===== config.mk =====
export PLATFORM = sky130hd
export DESIGN_NAME = id_ex_stage_flat
export DESIGN_NICKNAME = d
export VERILOG_FILES = /design/src/rtl/id_ex_stage_if.sv /design/src/rtl/id_ex_stage.sv /design/src/flat_wrapper.sv
export SDC_FILE = /design/constraint.sdc
export NUM_CORES = 1
export LEC_CHECK = 0
export CAP_MARGIN = 20
export CORE_AREA = 2 2 77 116
export CTS_CLUSTER_SIZE = 10
export DETAILED_ROUTE_END_ITERATION = 10
export DIE_AREA = 0 0 79 118
export DONT_BUFFER_PORTS = 1
export PLACE_DENSITY = 0.85
export SYNTH_ARGS = -nofsm -noshare
export SYNTH_HDL_FRONTEND = slang
export SYNTH_SLANG_ARGS = --single-unit

===== constraint.sdc =====
create_clock -name clk -period 2.35 [get_ports clk]
set_input_delay 0.3525 -clock clk [delete_from_list [all_inputs] [get_ports clk]]
set_output_delay 0.3525 -clock clk [all_outputs]
set_load 0.02 [all_outputs]

===== src/rtl/id_ex_stage_if.sv =====
`default_nettype none
// ============================================================================
// id_ex_stage_if : decode-side inputs and EX-side outputs of the ID/EX stage
// Revision 1.0
// ============================================================================

interface id_ex_stage_if #(
  parameter int DATA_W = 16,
  parameter int REG_AW = 3
);
  logic              id_valid;
  logic [DATA_W-1:0] id_instr;
  logic [3:0]        id_MEM_signals;
  logic [6:0]        id_EX_signals;
  logic [2:0]        id_WB_signals;
  logic              id_flush;
  logic [REG_AW-1:0] id_rs;
  logic [REG_AW-1:0] id_rt;
  logic [REG_AW-1:0] id_rd;
  logic [DATA_W-1:0] id_rs_data;
  logic [DATA_W-1:0] id_rt_data;
  logic              branch_flush;
  logic              id_stall;
  logic              ex_valid;
  logic [3:0]        ex_MEM_signals;
  logic [6:0]        ex_EX_signals;
  logic [2:0]        ex_WB_signals;
  logic [DATA_W-1:0] ex_rs_data;
  logic [DATA_W-1:0] ex_rt_data;
  logic [REG_AW-1:0] ex_rd;
  logic [DATA_W-1:0] ex_imm;

  modport master (
    output id_valid, id_instr, id_MEM_signals, id_EX_signals, id_WB_signals,
           id_flush, id_rs, id_rt, id_rd, id_rs_data, id_rt_data, branch_flush,
    input  id_stall, ex_valid, ex_MEM_signals, ex_EX_signals, ex_WB_signals,
           ex_rs_data, ex_rt_data, ex_rd, ex_imm
  );

  modport slave (
    input  id_valid, id_instr, id_MEM_signals, id_EX_signals, id_WB_signals,
           id_flush, id_rs, id_rt, id_rd, id_rs_data, id_rt_data, branch_flush,
    output id_stall, ex_valid, ex_MEM_signals, ex_EX_signals, ex_WB_signals,
           ex_rs_data, ex_rt_data, ex_rd, ex_imm
  );
endinterface

`default_nettype wire


===== src/rtl/id_ex_stage.sv =====
`default_nettype none
// ============================================================================
// id_ex_stage : ID->EX register with load-use stall, two-word absorb, branch squash
// Revision 1.0
// ============================================================================

module id_ex_stage #(
  parameter int DATA_W = 16,
  parameter int REG_AW = 3
) (
  input  logic         clk,
  input  logic         rst_n,
  id_ex_stage_if.slave bus
);

  typedef enum logic [0:0] {
    RUN      = 1'b0,
    WAIT_IMM = 1'b1
  } state_t;

  state_t            r_state;
  state_t            w_state_nxt;

  logic              r_ex_valid;
  logic [3:0]        r_ex_mem;
  logic [6:0]        r_ex_ex;
  logic [2:0]        r_ex_wb;
  logic [DATA_W-1:0] r_ex_rs_data;
  logic [DATA_W-1:0] r_ex_rt_data;
  logic [REG_AW-1:0] r_ex_rd;
  logic [DATA_W-1:0] r_ex_imm;

  logic              w_ex_valid_nxt;
  logic [3:0]        w_ex_mem_nxt;
  logic [6:0]        w_ex_ex_nxt;
  logic [2:0]        w_ex_wb_nxt;
  logic [DATA_W-1:0] w_ex_rs_data_nxt;
  logic [DATA_W-1:0] w_ex_rt_data_nxt;
  logic [REG_AW-1:0] w_ex_rd_nxt;
  logic [DATA_W-1:0] w_ex_imm_nxt;

  // First word of a two-word instruction, parked until its immediate arrives
  logic [3:0]        r_hold_mem;
  logic [6:0]        r_hold_ex;
  logic [2:0]        r_hold_wb;
  logic [DATA_W-1:0] r_hold_rs_data;
  logic [DATA_W-1:0] r_hold_rt_data;
  logic [REG_AW-1:0] r_hold_rd;

  logic [3:0]        w_hold_mem_nxt;
  logic [6:0]        w_hold_ex_nxt;
  logic [2:0]        w_hold_wb_nxt;
  logic [DATA_W-1:0] w_hold_rs_data_nxt;
  logic [DATA_W-1:0] w_hold_rt_data_nxt;
  logic [REG_AW-1:0] w_hold_rd_nxt;

  logic              w_hazard;
  logic              w_stall;

  // Conservative: both source indices are compared regardless of usage
  assign w_hazard = r_ex_valid & r_ex_mem[3] & r_ex_wb[2] &
                    ((r_ex_rd == bus.id_rs) | (r_ex_rd == bus.id_rt));

  always_comb begin
    w_state_nxt        = r_state;
    w_stall            = 1'b0;
    w_ex_valid_nxt     = 1'b0;
    w_ex_mem_nxt       = '0;
    w_ex_ex_nxt        = '0;
    w_ex_wb_nxt        = '0;
    w_ex_rs_data_nxt   = r_ex_rs_data;
    w_ex_rt_data_nxt   = r_ex_rt_data;
    w_ex_rd_nxt        = r_ex_rd;
    w_ex_imm_nxt       = r_ex_imm;
    w_hold_mem_nxt     = r_hold_mem;
    w_hold_ex_nxt      = r_hold_ex;
    w_hold_wb_nxt      = r_hold_wb;
    w_hold_rs_data_nxt = r_hold_rs_data;
    w_hold_rt_data_nxt = r_hold_rt_data;
    w_hold_rd_nxt      = r_hold_rd;

    case (r_state)
      RUN: begin
        if (bus.branch_flush) begin
          w_state_nxt = RUN;
        end else if (bus.id_valid && w_hazard) begin
          w_stall = 1'b1;
        end else if (bus.id_valid && bus.id_flush) begin
          w_hold_mem_nxt     = bus.id_MEM_signals;
          w_hold_ex_nxt      = bus.id_EX_signals;
          w_hold_wb_nxt      = bus.id_WB_signals;
          w_hold_rs_data_nxt = bus.id_rs_data;
          w_hold_rt_data_nxt = bus.id_rt_data;
          w_hold_rd_nxt      = bus.id_rd;
          w_state_nxt        = WAIT_IMM;
        end else if (bus.id_valid) begin
          w_ex_valid_nxt   = 1'b1;
          w_ex_mem_nxt     = bus.id_MEM_signals;
          w_ex_ex_nxt      = bus.id_EX_signals;
          w_ex_wb_nxt      = bus.id_WB_signals;
          w_ex_rs_data_nxt = bus.id_rs_data;
          w_ex_rt_data_nxt = bus.id_rt_data;
          w_ex_rd_nxt      = bus.id_rd;
          w_ex_imm_nxt     = '0;
        end
      end
      WAIT_IMM: begin
        if (bus.branch_flush) begin
          w_hold_mem_nxt     = '0;
          w_hold_ex_nxt      = '0;
          w_hold_wb_nxt      = '0;
          w_hold_rs_data_nxt = '0;
          w_hold_rt_data_nxt = '0;
          w_hold_rd_nxt      = '0;
          w_state_nxt        = RUN;
        end else if (bus.id_valid) begin
          // The immediate word is raw data, so flush/hazard on it are meaningless
          w_ex_valid_nxt   = 1'b1;
          w_ex_mem_nxt     = r_hold_mem;
          w_ex_ex_nxt      = r_hold_ex;
          w_ex_wb_nxt      = r_hold_wb;
          w_ex_rs_data_nxt = r_hold_rs_data;
          w_ex_rt_data_nxt = r_hold_rt_data;
          w_ex_rd_nxt      = r_hold_rd;
          w_ex_imm_nxt     = bus.id_instr;
          w_state_nxt      = RUN;
        end
      end
      default: begin
        w_state_nxt = RUN;
      end
    endcase
  end

  always_ff @(posedge clk or negedge rst_n) begin
    if (!rst_n) begin
      r_state        <= RUN;
      r_ex_valid     <= 1'b0;
      r_ex_mem       <= '0;
      r_ex_ex        <= '0;
      r_ex_wb        <= '0;
      r_ex_rs_data   <= '0;
      r_ex_rt_data   <= '0;
      r_ex_rd        <= '0;
      r_ex_imm       <= '0;
      r_hold_mem     <= '0;
      r_hold_ex      <= '0;
      r_hold_wb      <= '0;
      r_hold_rs_data <= '0;
      r_hold_rt_data <= '0;
      r_hold_rd      <= '0;
    end else begin
      r_state        <= w_state_nxt;
      r_ex_valid     <= w_ex_valid_nxt;
      r_ex_mem       <= w_ex_mem_nxt;
      r_ex_ex        <= w_ex_ex_nxt;
      r_ex_wb        <= w_ex_wb_nxt;
      r_ex_rs_data   <= w_ex_rs_data_nxt;
      r_ex_rt_data   <= w_ex_rt_data_nxt;
      r_ex_rd        <= w_ex_rd_nxt;
      r_ex_imm       <= w_ex_imm_nxt;
      r_hold_mem     <= w_hold_mem_nxt;
      r_hold_ex      <= w_hold_ex_nxt;
      r_hold_wb      <= w_hold_wb_nxt;
      r_hold_rs_data <= w_hold_rs_data_nxt;
      r_hold_rt_data <= w_hold_rt_data_nxt;
      r_hold_rd      <= w_hold_rd_nxt;
    end
  end

  assign bus.id_stall       = w_stall;
  assign bus.ex_valid       = r_ex_valid;
  assign bus.ex_MEM_signals = r_ex_mem;
  assign bus.ex_EX_signals  = r_ex_ex;
  assign bus.ex_WB_signals  = r_ex_wb;
  assign bus.ex_rs_data     = r_ex_rs_data;
  assign bus.ex_rt_data     = r_ex_rt_data;
  assign bus.ex_rd          = r_ex_rd;
  assign bus.ex_imm         = r_ex_imm;

endmodule

`default_nettype wire


===== src/flat_wrapper.sv =====
// flat-port wrapper written by rule: the top's interface ports become plain ports
module id_ex_stage_flat 
#(
  parameter int DATA_W = 16,
  parameter int REG_AW = 3
)
  (clk, rst_n, bus_id_valid, bus_id_instr, bus_id_MEM_signals, bus_id_EX_signals, bus_id_WB_signals, bus_id_flush, bus_id_rs, bus_id_rt, bus_id_rd, bus_id_rs_data, bus_id_rt_data, bus_branch_flush, bus_id_stall, bus_ex_valid, bus_ex_MEM_signals, bus_ex_EX_signals, bus_ex_WB_signals, bus_ex_rs_data, bus_ex_rt_data, bus_ex_rd, bus_ex_imm);
  id_ex_stage_if #(.DATA_W(DATA_W), .REG_AW(REG_AW)) bus_i ();
  input  logic clk;
  input  logic rst_n;
  input wire logic [$bits(bus_i.id_valid)-1:0] bus_id_valid;
  input wire logic [$bits(bus_i.id_instr)-1:0] bus_id_instr;
  input wire logic [$bits(bus_i.id_MEM_signals)-1:0] bus_id_MEM_signals;
  input wire logic [$bits(bus_i.id_EX_signals)-1:0] bus_id_EX_signals;
  input wire logic [$bits(bus_i.id_WB_signals)-1:0] bus_id_WB_signals;
  input wire logic [$bits(bus_i.id_flush)-1:0] bus_id_flush;
  input wire logic [$bits(bus_i.id_rs)-1:0] bus_id_rs;
  input wire logic [$bits(bus_i.id_rt)-1:0] bus_id_rt;
  input wire logic [$bits(bus_i.id_rd)-1:0] bus_id_rd;
  input wire logic [$bits(bus_i.id_rs_data)-1:0] bus_id_rs_data;
  input wire logic [$bits(bus_i.id_rt_data)-1:0] bus_id_rt_data;
  input wire logic [$bits(bus_i.branch_flush)-1:0] bus_branch_flush;
  output wire logic [$bits(bus_i.id_stall)-1:0] bus_id_stall;
  output wire logic [$bits(bus_i.ex_valid)-1:0] bus_ex_valid;
  output wire logic [$bits(bus_i.ex_MEM_signals)-1:0] bus_ex_MEM_signals;
  output wire logic [$bits(bus_i.ex_EX_signals)-1:0] bus_ex_EX_signals;
  output wire logic [$bits(bus_i.ex_WB_signals)-1:0] bus_ex_WB_signals;
  output wire logic [$bits(bus_i.ex_rs_data)-1:0] bus_ex_rs_data;
  output wire logic [$bits(bus_i.ex_rt_data)-1:0] bus_ex_rt_data;
  output wire logic [$bits(bus_i.ex_rd)-1:0] bus_ex_rd;
  output wire logic [$bits(bus_i.ex_imm)-1:0] bus_ex_imm;
  assign bus_i.id_valid = bus_id_valid;
  assign bus_i.id_instr = bus_id_instr;
  assign bus_i.id_MEM_signals = bus_id_MEM_signals;
  assign bus_i.id_EX_signals = bus_id_EX_signals;
  assign bus_i.id_WB_signals = bus_id_WB_signals;
  assign bus_i.id_flush = bus_id_flush;
  assign bus_i.id_rs = bus_id_rs;
  assign bus_i.id_rt = bus_id_rt;
  assign bus_i.id_rd = bus_id_rd;
  assign bus_i.id_rs_data = bus_id_rs_data;
  assign bus_i.id_rt_data = bus_id_rt_data;
  assign bus_i.branch_flush = bus_branch_flush;
  assign bus_id_stall = bus_i.id_stall;
  assign bus_ex_valid = bus_i.ex_valid;
  assign bus_ex_MEM_signals = bus_i.ex_MEM_signals;
  assign bus_ex_EX_signals = bus_i.ex_EX_signals;
  assign bus_ex_WB_signals = bus_i.ex_WB_signals;
  assign bus_ex_rs_data = bus_i.ex_rs_data;
  assign bus_ex_rt_data = bus_i.ex_rt_data;
  assign bus_ex_rd = bus_i.ex_rd;
  assign bus_ex_imm = bus_i.ex_imm;
  id_ex_stage #(.DATA_W(DATA_W), .REG_AW(REG_AW)) u_core (.clk(clk), .rst_n(rst_n), .bus(bus_i));
endmodule

==> flow_summary.html <==
<table>
<tr><th>Metric</th><th>Value</th></tr>
<tr><th colspan="2">Status</th></tr>
<tr><td>Run status</td><td>complete, but fails checks</td></tr>
<tr><td>Violated checks</td><td>negative hold slack</td></tr>
<tr><th colspan="2">Finish</th></tr>
<tr><td>Layout area overhead</td><td>15.5%</td></tr>
<tr><td>Number of diodes</td><td>0</td></tr>
<tr><td>Share of final-layout standard cells stronger than drive strength 1</td><td>0.101</td></tr>
<tr><td>Number of fill cells in the layout</td><td>586</td></tr>
<tr><td>Number of nets in the layout</td><td>547</td></tr>
<tr><th colspan="2">Yosys</th></tr>
<tr><td>Share of synthesized area occupied by flip-flops and latches</td><td>0.564</td></tr>
<tr><td>Yosys synthesis warning count</td><td>0</td></tr>
<tr><td>Number of flops mapped to enable cells by yosys</td><td>0</td></tr>
<tr><td>Most used DFF post-synth</td><td>dfrtp_1</td></tr>
<tr><td>Most instantiated cells after synthesis</td><td>mux2i_1 (119), dfrtp_1 (116), nand2_1 (83)</td></tr>
<tr><td>Top-area cell type share of the netlist area</td><td>0.564</td></tr>
<tr><td>Mean area per synthesized cell</td><td>11.1 sq um</td></tr>
<tr><td>Mapped Cells</td><td>462</td></tr>
<tr><td>Most common cell in the synthesized netlist</td><td>mux2i_1</td></tr>
<tr><td>Flops &amp; latches, synth</td><td>116</td></tr>
<tr><td>Post-synth design cell area</td><td>5150 sq um</td></tr>
<tr><td>Async set or reset register ratio after synthesis</td><td>1.00</td></tr>
<tr><td>Net count after synthesis</td><td>538</td></tr>
<tr><td>Synth area leaders</td><td>dfrtp_1 (56%), mux2i_1 (23%), nand2_1 (6.0%)</td></tr>
<tr><td>Cell taking the most area after synthesis</td><td>dfrtp_1</td></tr>
<tr><td>Post-synth cell types</td><td>22</td></tr>
<tr><th colspan="2">Drt</th></tr>
<tr><td>ANT nets after route</td><td>0</td></tr>
<tr><td>Violation count after the first detailed-routing iteration</td><td>198</td></tr>
<tr><td>Average via count per standard cell</td><td>5.78</td></tr>
<tr><td>First-pass DRT Iterations</td><td>4</td></tr>
<tr><td>Overall via count from detail_route</td><td>3,412</td></tr>
<tr><td>Post-route DRC violation count</td><td>0</td></tr>
<tr><td>DRT Wirelength</td><td>10.7 mm</td></tr>
<tr><td>Routed length per instance</td><td>18.1 um</td></tr>
<tr><th colspan="2">Setup path</th></tr>
<tr><td>Class of the most critical setup path</td><td>reg2out</td></tr>
<tr><td>Sort of element at the end of the critical path</td><td>output pin</td></tr>
<tr><td>Arr. time, crit path</td><td>1.86 ns</td></tr>
<tr><td>Element type at the critical path start</td><td>flip-flop</td></tr>
<tr><td>Data required time of the worst path</td><td>2.00 ns</td></tr>
<tr><td>Largest fanout on the critical path</td><td>4</td></tr>
<tr><td>Number of buffer and inverter instances along the worst setup path</td><td>1</td></tr>
<tr><td>CP max-delay cell</td><td>dfrtp_1</td></tr>
<tr><td>Largest incremental delay on the critical path</td><td>0.45 ns</td></tr>
<tr><td>Cell type group with the largest total delay on the critical path</td><td>simple AND/OR/NAND/NOR gates</td></tr>
<tr><td>Cell chain of the critical path</td><td>nand3_1 &gt; nor4_2 &gt; buf_4 &gt; nor2_1 &gt; nor2_2</td></tr>
<tr><th colspan="2">Clocking</th></tr>
<tr><td>Num Clock Sinks</td><td>116</td></tr>
<tr><td>Clock latency at the later pin of the worst-skew pair</td><td>0.40 ns</td></tr>
<tr><td>Clock tree root buffer cell</td><td>clkbuf_16</td></tr>
<tr><td>Num CTS Buffers</td><td>17</td></tr>
<tr><td>TritonCTS clock tree</td><td>yes</td></tr>
<tr><td>Number of buffers between clock root and the deepest sink</td><td>2</td></tr>
<tr><td>Post-CTS Setup Bufs</td><td>0</td></tr>
<tr><td>Number of H-tree levels</td><td>4</td></tr>
<tr><td>Clock transition at path regs</td><td>0.05 ns</td></tr>
<tr><th colspan="2">Hold path</th></tr>
<tr><td>Classification of the worst-slack hold path</td><td>in2async</td></tr>
<tr><th colspan="2">Die</th></tr>
<tr><td>Initial Util</td><td>0.620</td></tr>
<tr><td>Total core area</td><td>8310 sq um</td></tr>
<tr><td>Overall die area</td><td>9320 sq um</td></tr>
<tr><td>Row count</td><td>41</td></tr>
<tr><td>Height of the die</td><td>118 um</td></tr>
<tr><td>Die width</td><td>79 um</td></tr>
<tr><td>Number of top-level design ports</td><td>143</td></tr>
<tr><th colspan="2">Timing</th></tr>
<tr><td>Accumulated negative setup slack</td><td>0 ns</td></tr>
<tr><td>Slew of the pin with the lowest slew margin</td><td>0.546 ns</td></tr>
<tr><td>Worst slack on hold paths</td><td>-0.353 ns</td></tr>
<tr><td>Final Skew</td><td>0.0108 ns</td></tr>
<tr><td>Number of failing setup endpoints in the final timing report</td><td>0</td></tr>
<tr><td>Ratio of final minimum period to clock period</td><td>0.943</td></tr>
<tr><td>Post-layout minimum cycle time</td><td>2.22 ns</td></tr>
<tr><td>Slack of the critical path</td><td>0.133 ns</td></tr>
<tr><td>FMAX</td><td>451 MHz</td></tr>
<tr><td>Worst slew margin</td><td>0.635</td></tr>
<tr><td>RSZ-0062 raised after global routing</td><td>no</td></tr>
<tr><td>Final hold violation count</td><td>116</td></tr>
<tr><td>Final slew viol count</td><td>0</td></tr>
<tr><th colspan="2">Pwr</th></tr>
<tr><td>Maximum vdd ir drop</td><td>0.689 mV</td></tr>
<tr><td>Static Leak</td><td>0.00322 uW</td></tr>
<tr><td>PD cells</td><td>1030 nW/um^2</td></tr>
<tr><th colspan="2">Global routing</th></tr>
<tr><td>Vias in the first global route</td><td>3,599</td></tr>
<tr><td>Initial antenna violation count</td><td>0</td></tr>
<tr><td>Maximum number of pins on one net before global-route repair</td><td>117</td></tr>
<tr><td>Global-route wire length before repair</td><td>17.2 mm</td></tr>
<tr><td>GR Util All Layers</td><td>0.239</td></tr>
<tr><td>Aggregate global routing overflow</td><td>0</td></tr>
<tr><th colspan="2">Placement</th></tr>
<tr><td>Gpl congestion</td><td>0.728</td></tr>
<tr><td>DP Wirelength</td><td>7.20 mm</td></tr>
<tr><td>Count of input and output buffers</td><td>0</td></tr>
<tr><td>Worst slack, placed</td><td>0.354 ns</td></tr>
<tr><th colspan="2">Job</th></tr>
<tr><td>Maximum capacitance violations</td><td>0</td></tr>
</table>
flip-flops by register name, summed over array words and instances, names as in the netlist, 3 cells and up:
signal                     count
u_core.bus.ex_rs_data         16
u_core.bus.ex_rt_data         16
u_core.bus.ex_WB_signals       3
u_core.bus.ex_MEM_signals      4
u_core.r_hold_wb               3
u_core.bus.ex_rd               3
u_core.r_hold_rd               3
u_core.r_hold_ex               7
u_core.r_hold_rt_data         16
u_core.r_hold_rs_data         16
u_core.r_hold_mem              4
u_core.bus.ex_EX_signals       7
u_core.bus.ex_imm             16
layer usage:
metal / global-route usage / routed length [um] / up-vias / share of wire
li1: - / - / 1555 / -
met2: 0.405 / 5730 / 125 / 0.54
met3: 0.0867 / 785 / 22 / 0.073
met5: 0 / 0 / - / 0
met4: 0.109 / 272 / 0 / 0.025
met1: 0.264 / 3920 / 1710 / 0.37
through the flow:
stage | cell area [sq um] | hold WS (ns) | util | power [uW] | std cells
finish | 5950 | -0.353 | 0.716 | 6100 | 590
global route | 5950 | -0.373 | 0.716 | 6380 | 590
detailed placement | 5360 | 0.0591 | 0.645 | 3670 | 558
floorplan | 5150 | 0.0569 | - | 3420 | 462
CTS | 5930 | -0.365 | 0.714 | 6150 | 589
global placement | 5360 | 0.0597 | 0.645 | 3590 | 558
power by group:
| group | switching [uW] | internal, uW |
|---|---|---|
| Clock | 797 | 1660 |
| Combinational | 363 | 332 |
| Sequential | 555 | 2390 |
what timing repair did:
item                                    CTS  global route
resized for setup                         1             1
pin swaps                                 0             1
endpoints found under the setup margin    1             1
hold endpoints to repair                116           117
layout make-up:
cell class / instances / area, sq um / share of cell area
well taps: 107 / 134 / 0.0225
clock buffers: 27 / 503 / 0.0845
clock inverters: 4 / 70.1 / 0.0118
multi-input cells: 269 / 1960 / 0.330
flip-flops and latches: 116 / 2900 / 0.488
repair buffers: 17 / 193 / 0.0324
inverters: 50 / 188 / 0.0315
worst reg2reg max path, delay by kind of cell (launching register included):
kind | cells | cell delay [ns]
DFF | 1 | 0.42
buffers and inverters | 1 | 0.25
AOI/OAI and AO/OA | 1 | 0.21
xor gates and xnor gates | 1 | 0.26
and+or+nand+nor | 2 | 0.80
layout by cell type, fill, tap and decap left out, types with 4 or more instances in the layout:
cell	netlist	layout
clkbuf_1	18	6
buf_12	0	5
clkbuf_16	0	17
dfrtp_1	116	116
inv_1	49	49
mux2i_1	119	119
a22oi_1	16	16
o21ai_0	30	30
xor2_1	6	6
nand2_1	83	81
buf_4	1	11
clkbuf_8	0	4
worst paths after layout:
kind	start	endpoint	slack [ns]	depth (start not counted)
setup / recovery	u_core.bus.ex_valid	bus_id_stall	0.13	5
hold / removal	rst_n	u_core.bus.ex_MEM_signals[2]	-0.35	0
setup reg to reg	u_core.bus.ex_rd[0]	u_core.bus.ex_WB_signals[1]	0.31	5
hold reg to reg	u_core.r_hold_wb[0]	u_core.bus.ex_WB_signals[0]	0.48	2
max in group asynchronous	rst_n	u_core.bus.ex_imm[9]	2.55	0
min in group clk	bus_id_instr[7]	u_core.bus.ex_imm[7]	0.10	2
kinds of logic (layout without fill, tap and decap cells):
family,count (synthesis),after routing,synth area share
AO/OA/AOI/OAI,48,48,0.0549
XOR/XNOR,6,6,0.0102
buffers and inverters,77,98,0.0612
flip-flops,116,116,0.564
AND/OR/NAND/NOR,96,96,0.0789
multiplexers,119,119,0.231
Note: power is estimated with default switching activity, not from simulation.
